==> src/rtl/adc_spi_reader_if.sv <==
// adc_spi_reader_if
//   Bundles the control strobes, the serial ADC pins and the deserialised
//   result of the current-sense ADC front end.
//   master : the SPI reader (drives chip select, SCLK and the result)
//   slave  : the surrounding logic / ADC (drives enable, clear_fail, sdo)
//   Signals:
//     enable          run periodic conversions
//     clear_fail      one-cycle strobe clearing adc_frame_error
//     adc_cs_n        ADC chip select, active low
//     adc_sclk        ADC serial clock, idles low
//     adc_sdo         ADC serial data, MSB first
//     adc_data_valid  one-cycle strobe qualifying adc_data
//     adc_data        last good result, right-justified, zero-extended
//     adc_frame_error sticky flag: a lead bit was non-zero
//     adc_busy        high while adc_cs_n is low
interface adc_spi_reader_if;
  logic        enable;
  logic        clear_fail;
  logic        adc_cs_n;
  logic        adc_sclk;
  logic        adc_sdo;
  logic        adc_data_valid;
  logic [15:0] adc_data;
  logic        adc_frame_error;
  logic        adc_busy;

  modport master (
    input  enable, clear_fail, adc_sdo,
    output adc_cs_n, adc_sclk, adc_data_valid, adc_data, adc_frame_error, adc_busy
  );

  modport slave (
    output enable, clear_fail, adc_sdo,
    input  adc_cs_n, adc_sclk, adc_data_valid, adc_data, adc_frame_error, adc_busy
  );
endinterface

==> src/rtl/adc_spi_reader.sv <==
// adc_spi_reader
//   SPI master for the serial current-sense ADC. Runs one conversion frame
//   every P clk cycles while enabled, shifts in LEAD_BITS + DATA_BITS bits
//   MSB first and presents the result as a one-cycle valid/data pair.
//   Frames whose lead bits are not all zero are dropped and raise a sticky
//   error, cleared by clear_fail (a coincident set wins).
//   Ports:
//     clk   system clock
//     rstn  asynchronous active-low reset
//     bus   adc_spi_reader_if.master (control, SPI pins, result)
module adc_spi_reader #(
  parameter int CLK_DIV     = 4,   // SCLK half-period in clk cycles, >= 2
  parameter int LEAD_BITS   = 2,   // leading zero bits before data, 0..4
  parameter int DATA_BITS   = 16,  // result width, 12..16
  parameter int CONV_PERIOD = 200  // clk cycles between chip-select falls
) (
  input  logic             clk,
  input  logic             rstn,
  adc_spi_reader_if.master bus
);

  localparam int N  = LEAD_BITS + DATA_BITS;
  localparam int F  = CLK_DIV * (2 * N + 1);
  // The period can never be shorter than a frame plus one half-period of
  // chip-select high time.
  localparam int P  = (CONV_PERIOD > F + CLK_DIV) ? CONV_PERIOD : F + CLK_DIV;
  localparam int DW = $clog2(CLK_DIV);
  localparam int BW = $clog2(N);
  localparam int PW = $clog2(P);

  typedef enum logic [2:0] {IDLE, SETUP, SHIFT, END, GAP} state_t;

  state_t          state_reg, state_next;
  logic [DW-1:0]   div_reg, div_next;
  logic [BW-1:0]   bit_reg, bit_next;
  logic [PW-1:0]   per_reg, per_next;
  logic [N-1:0]    shift_reg, shift_next;
  logic            cs_n_reg, cs_n_next;
  logic            sclk_reg, sclk_next;
  logic            busy_reg, busy_next;
  logic            valid_reg, valid_next;
  logic [15:0]     data_reg, data_next;
  logic            err_reg, err_next;

  logic            half_tick;
  logic            lead_bad;
  logic            start;

  // One pulse every CLK_DIV cycles, phase-locked to the chip-select fall.
  assign half_tick = (div_reg == DW'(CLK_DIV - 1));
  // Lead bits sit above the data bits in the shift register; with no lead
  // bits the shift leaves nothing and the frame is always good.
  assign lead_bad  = |(shift_reg >> DATA_BITS);

  always_comb begin
    state_next = state_reg;
    div_next   = div_reg;
    bit_next   = bit_reg;
    per_next   = per_reg;
    shift_next = shift_reg;
    cs_n_next  = cs_n_reg;
    sclk_next  = sclk_reg;
    busy_next  = busy_reg;
    valid_next = 1'b0;
    data_next  = data_reg;
    err_next   = err_reg;
    start      = 1'b0;

    if (bus.clear_fail) begin
      err_next = 1'b0;
    end

    // Period counter holds the number of edges since the last cs_n fall.
    if (state_reg != IDLE) begin
      per_next = per_reg + 1'b1;
    end

    if (state_reg == SETUP || state_reg == SHIFT || state_reg == END) begin
      div_next = half_tick ? '0 : div_reg + 1'b1;
    end

    case (state_reg)
      IDLE: begin
        if (bus.enable) begin
          start = 1'b1;
        end
      end
      SETUP: begin
        if (half_tick) begin
          sclk_next  = 1'b1;
          state_next = SHIFT;
        end
      end
      SHIFT: begin
        if (half_tick) begin
          if (sclk_reg) begin
            // Falling SCLK edge: sample the bit that has been stable for
            // the whole high half-period.
            sclk_next  = 1'b0;
            shift_next = {shift_reg[N-2:0], bus.adc_sdo};
            if (bit_reg == BW'(N - 1)) begin
              state_next = END;
            end else begin
              bit_next = bit_reg + 1'b1;
            end
          end else begin
            sclk_next = 1'b1;
          end
        end
      end
      END: begin
        // Trailing half-period with SCLK low, then release chip select and
        // publish the result.
        if (half_tick) begin
          cs_n_next  = 1'b1;
          busy_next  = 1'b0;
          state_next = GAP;
          if (lead_bad) begin
            err_next = 1'b1;
          end else begin
            valid_next = 1'b1;
            data_next  = 16'(shift_reg[DATA_BITS-1:0]);
          end
        end
      end
      GAP: begin
        if (per_reg == PW'(P - 1)) begin
          if (bus.enable) begin
            start = 1'b1;
          end else begin
            state_next = IDLE;
          end
        end
      end
      default: begin
        state_next = IDLE;
      end
    endcase

    if (start) begin
      state_next = SETUP;
      cs_n_next  = 1'b0;
      busy_next  = 1'b1;
      sclk_next  = 1'b0;
      per_next   = '0;
      div_next   = '0;
      bit_next   = '0;
    end
  end

  always_ff @(posedge clk or negedge rstn) begin
    if (!rstn) begin
      state_reg <= IDLE;
      div_reg   <= '0;
      bit_reg   <= '0;
      per_reg   <= '0;
      shift_reg <= '0;
      cs_n_reg  <= 1'b1;
      sclk_reg  <= 1'b0;
      busy_reg  <= 1'b0;
      valid_reg <= 1'b0;
      data_reg  <= '0;
      err_reg   <= 1'b0;
    end else begin
      state_reg <= state_next;
      div_reg   <= div_next;
      bit_reg   <= bit_next;
      per_reg   <= per_next;
      shift_reg <= shift_next;
      cs_n_reg  <= cs_n_next;
      sclk_reg  <= sclk_next;
      busy_reg  <= busy_next;
      valid_reg <= valid_next;
      data_reg  <= data_next;
      err_reg   <= err_next;
    end
  end

  assign bus.adc_cs_n        = cs_n_reg;
  assign bus.adc_sclk        = sclk_reg;
  assign bus.adc_busy        = busy_reg;
  assign bus.adc_data_valid  = valid_reg;
  assign bus.adc_data        = data_reg;
  assign bus.adc_frame_error = err_reg;

endmodule

==> src/flat_wrapper.sv <==
// flat-port wrapper written by rule: the top's interface ports become plain ports
module adc_spi_reader_flat 
#(
  parameter int CLK_DIV     = 4,                                          
  parameter int LEAD_BITS   = 2,                                         
  parameter int DATA_BITS   = 16,                         
  parameter int CONV_PERIOD = 200                                         
)
  (clk, rstn, bus_enable, bus_clear_fail, bus_adc_sdo, bus_adc_cs_n, bus_adc_sclk, bus_adc_data_valid, bus_adc_data, bus_adc_frame_error, bus_adc_busy);
  adc_spi_reader_if bus_i ();
  input  logic clk;
  input  logic rstn;
  input wire logic [$bits(bus_i.enable)-1:0] bus_enable;
  input wire logic [$bits(bus_i.clear_fail)-1:0] bus_clear_fail;
  input wire logic [$bits(bus_i.adc_sdo)-1:0] bus_adc_sdo;
  output wire logic [$bits(bus_i.adc_cs_n)-1:0] bus_adc_cs_n;
  output wire logic [$bits(bus_i.adc_sclk)-1:0] bus_adc_sclk;
  output wire logic [$bits(bus_i.adc_data_valid)-1:0] bus_adc_data_valid;
  output wire logic [$bits(bus_i.adc_data)-1:0] bus_adc_data;
  output wire logic [$bits(bus_i.adc_frame_error)-1:0] bus_adc_frame_error;
  output wire logic [$bits(bus_i.adc_busy)-1:0] bus_adc_busy;
  assign bus_i.enable = bus_enable;
  assign bus_i.clear_fail = bus_clear_fail;
  assign bus_i.adc_sdo = bus_adc_sdo;
  assign bus_adc_cs_n = bus_i.adc_cs_n;
  assign bus_adc_sclk = bus_i.adc_sclk;
  assign bus_adc_data_valid = bus_i.adc_data_valid;
  assign bus_adc_data = bus_i.adc_data;
  assign bus_adc_frame_error = bus_i.adc_frame_error;
  assign bus_adc_busy = bus_i.adc_busy;
  adc_spi_reader #(.CLK_DIV(CLK_DIV), .LEAD_BITS(LEAD_BITS), .DATA_BITS(DATA_BITS), .CONV_PERIOD(CONV_PERIOD)) u_core (.clk(clk), .rstn(rstn), .bus(bus_i));
endmodule
==> config.mk <==
export PLATFORM = sky130hd
export DESIGN_NAME = adc_spi_reader_flat
export DESIGN_NICKNAME = d
export VERILOG_FILES = /design/src/rtl/adc_spi_reader_if.sv /design/src/rtl/adc_spi_reader.sv /design/src/flat_wrapper.sv
export SDC_FILE = /design/constraint.sdc
export NUM_CORES = 1
export LEC_CHECK = 0
export CORE_MARGIN = 2
export CORE_UTILIZATION = 45
export DETAILED_ROUTE_END_ITERATION = 16
export PLACE_DENSITY = 0.68
export SETUP_SLACK_MARGIN = 0.3
export SYNTH_ARGS = -nofsm -noshare
export SYNTH_HDL_FRONTEND = slang
export SYNTH_SLANG_ARGS = --single-unit
export TNS_END_PERCENT = 5
==> constraint.sdc <==
create_clock -name clk -period 1.6 [get_ports clk]
set_input_delay 0.48 -clock clk [delete_from_list [all_inputs] [get_ports clk]]
set_output_delay 0.48 -clock clk [all_outputs]
set_load 0.01 [all_outputs]
Yosys cells after proc, flatten, opt, wreduce, memory -nomap -nowiden

Cells that the tools add are included.
W data, S select, Z words.

Add/subtract/negate cells: 3
Multiply operators: 0
Div/mod/pow operators: 0
$lt $le $gt $ge: 0
Equality and inequality tests: 16
Shift operators: 0
Mux-type cells: 39
Bitwise logic cells: 1
Reductions and logical operators: 18

Operator list:

| kind                  | count |
|---|---|
| $mux W5               | 5 |
| $mux W3               | 8 |
| $mux W1               | 18 |
| $mux W8               | 2 |
| $ne A3 B1 Y1 const B  | 5 |
| $pmux W3 S5           | 1 |
| $reduce_bool A2 Y1    | 6 |
| $reduce_and A3 Y1     | 3 |
| $add A8 B1 Y8 const B | 1 |
| $eq A8 B8 Y1 const B  | 1 |
| $reduce_and A8 Y1     | 1 |
| $eq A3 B2 Y1 const B  | 2 |
| $mux W2               | 3 |
| $ne A3 B2 Y1 const B  | 2 |
| $reduce_bool A3 Y1    | 2 |
| $add A5 B1 Y5 const B | 1 |
| $eq A5 B5 Y1 const B  | 1 |
| $ne A2 B1 Y1 const B  | 2 |
| $pmux W1 S2           | 2 |
| $reduce_and A4 Y1     | 1 |
| $eq A3 B1 Y1 const B  | 1 |
| $eq A3 B3 Y1 const B  | 1 |
| $logic_not A3 Y1      | 1 |
| $add A2 B1 Y2 const B | 1 |
| other kinds (5)       | 6 |

Flip-flop bits (word level): 57
Bits in latches: 0
RAM bits: 0
ROM bits: 0
Output and inout bits: 21
Memories: 0

Depth between registers and ports, before layout

Word-level depth: 6
Depth in mapped cells: 7
Gate-level depth less buffers: 6

Worst setup path after synthesis

No wires, ideal clock.

Path type: reg-to-reg
Start: register u_core.div_reg[0]
End: register u_core.data_reg[0], in the netlist u_core.bus.adc_data[0]
Arrival time: 1.463 ns
Setup slack: 0.011 ns
Stages on the path, launching flop included: 7
Path buffers: 2
Clock period less this slack: 1.589 ns
Cells stage by stage: dfrtp_1 > ha_1 > nand4b_2 > nand2b_4 > buf_6 > buf_6 > mux2_4

Cells in the longest elaborated chain, start to end: 2

Ends and longest elaborated chain:

| element                            | RTL line              | source |
|---|---|---|
| from (decl)                        | adc_spi_reader.sv:34  | `logic [DW-1:0] div_reg, div_next;` |
| from (signal assigned)             | adc_spi_reader.sv:166 | `div_reg <= div_next;` |
| $eq A2 B2 Y1                       | adc_spi_reader.sv:50  | `assign half_tick = (div_reg == DW'(CLK_DIV - 1));` |
| $reduce_and A3 Y1 (no source line) | --                    |  |
| to (signal assigned)               | adc_spi_reader.sv:174 | `data_reg <= data_next;` |
| to (decl)                          | adc_spi_reader.sv:42  | `logic [15:0] data_reg, data_next;` |

Every way passes these cells.
A chain may end at the register's enable or synchronous reset.

Final worst setup path

Start: register u_core.per_reg[0]
End: register u_core.bit_reg[4]

Cells in the longest elaborated chain, start to end: 5

Ends and longest elaborated chain:

| element                                                                    | RTL line              | source |
|---|---|---|
| from (decl)                                                                | adc_spi_reader.sv:36  | `logic [PW-1:0] per_reg, per_next;` |
| from (signal assigned)                                                     | adc_spi_reader.sv:168 | `per_reg <= per_next;` |
| $eq A8 B8 Y1 *                                                             | adc_spi_reader.sv:127 | `if (per_reg == PW'(P - 1)) begin` |
| $mux W1 *                                                                  | adc_spi_reader.sv:127 |  |
| $pmux W1 S2 *                                                              | adc_spi_reader.sv:82  | `case (state_reg)` |
| $ne A2 B1 Y1 (no source line) / $reduce_bool A2 Y1 (equally long branches) | --                    |  |
| $reduce_and A4 Y1 (no source line)                                         | --                    |  |
| to (signal assigned)                                                       | adc_spi_reader.sv:167 | `bit_reg <= bit_next;` |
| to (decl)                                                                  | adc_spi_reader.sv:35  | `logic [BW-1:0] bit_reg, bit_next;` |

Every way passes the cells marked *; elsewhere a longest branch is shown, timed or not.

==> metrics.yaml <==
clk_latency_ps: 320
cts_tree: "yes"
grt_pass1_wl_um: 7330
p_leak_nw: 1.69
synth_cells: 188
r2r_slack_ps: 10
drt_iter0_drc: 129
maxCapViolations: 0
ys_types: 36
ios: 26
drt_drc_violations_left: 0
viasPerCell: 4.90
hold_viol: 0
synth.avg_cell_area_um2: 13.7
routed_wl_um: 4500
crit_family: "simple AND/OR/NAND/NOR gates"
globalRouteMet3Util_pct: 5.32
required_ps: 1820
final_nets: 245
yosysTopAreaCell: "dfrtp_1"
power_density_mw_per_mm2: 1330
areaGrowthSynthToFinish_pct: 25.2
reg2reg_to: "u_core.bit_reg[4]"
startpoint: "u_core.per_reg[0]"
grtUsageMet2_pct: 22.2
ir_worst_vdd_uv: 622
tns_ps: 0
ys_seq_area_share_pct: 55.6
grt-busiest-layer: "met2"
drv_slew: 0
cp_data_arrival_time_ps: 1810
die_y_um: 79.5
utilization_pct: 58.4
rsz0062_at_grt: "true"
root_buffer: "clkbuf_8"
hold_path.class: "input port to async pin"
synthTopCellsByArea: "dfrtp_1 (55%), mux2_4 (11%), mux2_2 (6.6%), nor2_1 (2.8%), buf_6 (2.6%)"
largest_reg_flops: 18
place_ws_ps: -196
syn_nets: 197
synth_area_mm2: 0.00257
yosysTopAreaCellShare_pct: 54.6
drive_gt1_share_pct: 42.5
setup_viol: 0
cts.path.max_buffers: 2
antenna_found_initial: 0
critPathKind: "register to register"
die_area_mm2: 0.00633
clkSlewWorstSetupHoldPaths_ps: 60
ctsHoldBuffers: 0
outcome: "completed"
fmax_ghz: 0.629
hpwlAfterDp_um: 2680
synth_edf_count: 0
fin_crit_ps: 1590
core-area_mm2: 0.00551
start_util_pct: 46.6
slew_headroom_pct: 70.1
ys.warnings.count: 0
gp_congestion: 0.742
diodes: 0
first_pass_iters: 4
synthArstFlopShare_pct: 100
grt-ovfl-total: 0
htree_levels: 3
period_share_pct: 99.3
worst_pin_slew_ps: 444
synthFlopType: "dfrtp_1"
grt_usage_pct: 15.7
cts_num_sinks: 57
path_depth: 6
met1_usage_pct: 20.9
vias: 1529
rows: 27
grt_pass1_vias: 1539
grt_max_degree: 58
slowest_delay_ps: 390
cp_max_fo: 4
end_kind: "register"
antenna_left: 0
port_buffers: 25
critPathSlowestCell: "dfrtp_1"
die_width_um: 79.5
critPathBufInv: 1
wl_per_cell_um: 14.4
clock_skew_ps: 4.41
cp_cell_sequence: "ha_2 > nand2_2 > o41ai_4 > nor2b_4 > buf_4 > nor2_1"
setup_slack_ps: 10.8
cts_buffers: 9
r2r-start: "u_core.per_reg[0]"
ys_ff_latch: 57
start_kind: "register"
r2r_cells: 6
-- cell usage after synthesis (all sizes together), types with 2 or more instances --
master,n
mux2i,2
nor3,3
nand3,6
mux2,35
inv,5
a21oi,3
xnor2,5
nor2,19
nor3b,2
xor2,6
o21ai,4
nand2,10
buf,8
nor2b,3
dfrtp,56
a21o,2
and3,2
ha,4
-- how the worst max path moves through the flow --
stage and endpoint:
2_1_floorplan u_core.shift_reg[10], 3_5_place_dp u_core.per_reg[5], 4_1_cts u_core.shift_reg[16], 5_1_grt u_core.per_reg[3]
3_3_place_gp u_core.per_reg[5], 6_report u_core.bit_reg[4]
-- worst reg2reg max path, stage by stage, from the launching register on --
cell and delay [ps]:
dfrtp_1 390, ha_2 220, nand2_2 80, o41ai_4 320, nor2b_4 270, buf_4 160
nor2_1 50
-- cell usage in the layout, fill, tap and decap left out, types with 2 or more instances in the layout --
cell,Yosys,layout
mux2_4,19,35
nor2b_1,3,2
ha_1,4,2
nor3b_1,2,2
clkbuf_1,0,2
clkbuf_8,0,10
a21oi_1,3,3
buf_6,6,8
and3_1,2,2
a21o_1,2,2
mux2i_1,2,2
o21ai_0,4,4
nand2_1,9,8
clkinv_2,0,2
nand3_1,6,5
buf_4,1,11
xor2_1,6,6
buf_12,1,2
nor3_1,3,3
nor2_1,19,18
inv_1,5,5
clkdlybuf4s50_1,0,3
buf_2,0,18
dfrtp_1,56,56
xnor2_1,5,5
nand2_8,1,2
-- metal layers --
layer	up-vias	routed length [um]
li1	739	-
met1	757	2180
met2	24	2070
met3	9	142
met4	0	109
met5	-	0
-- cell type report --
class,instances,area (um^2)
Fill cell,424,2290
Sequential cell,57,1430
Multi-Input combinational cell,119,1160
Timing Repair Buffer,44,357
Clock buffer,12,145
Tap cell,72,90.1
Inverter,5,18.8
Clock inverter,3,17.5
-- report_power, final --
part	internal [mW]	switching (mW)	leakage, nW
clock network	0.590	0.526	0.0822
logic	0.664	0.607	0.838
registers	1.66	0.224	0.770
total	2.91	1.36	1.69
-- logic make-up (layout without fill, tap and decap cells) --
family,Yosys count,count (layout),share of synthesized area [%]
flip-flops,57,57,55.6
adder cells (fa/ha/maj),4,4,1.95
AO/OA/AOI/OAI,12,12,3.12
XOR/XNOR,11,11,3.75
buffers and inverters,13,64,4.43
multiplexers,37,37,18.9
AND/OR/NAND/NOR,54,55,12.2
-- metrics by stage --
stage               cells  cell area [um^2]  hold slack, ps  power (mW)
global route          312              3210             149        4.55
global placement      287              2920             451        2.95
detailed placement    287              2920             453        2.98
finish                312              3210             134        4.27
CTS                   309              3120             155        4.15
floorplan             188              2590             184        2.65
-- timing repair --
item / 4_1_cts / 5_1_grt
setup buffers: 6 / 1
gates cloned: 1 / 2
endpoints found under the setup margin: 74 / 75
pin swaps: 4 / 8
resized for setup: 33 / 84
Power figures use the tool's default switching activity.
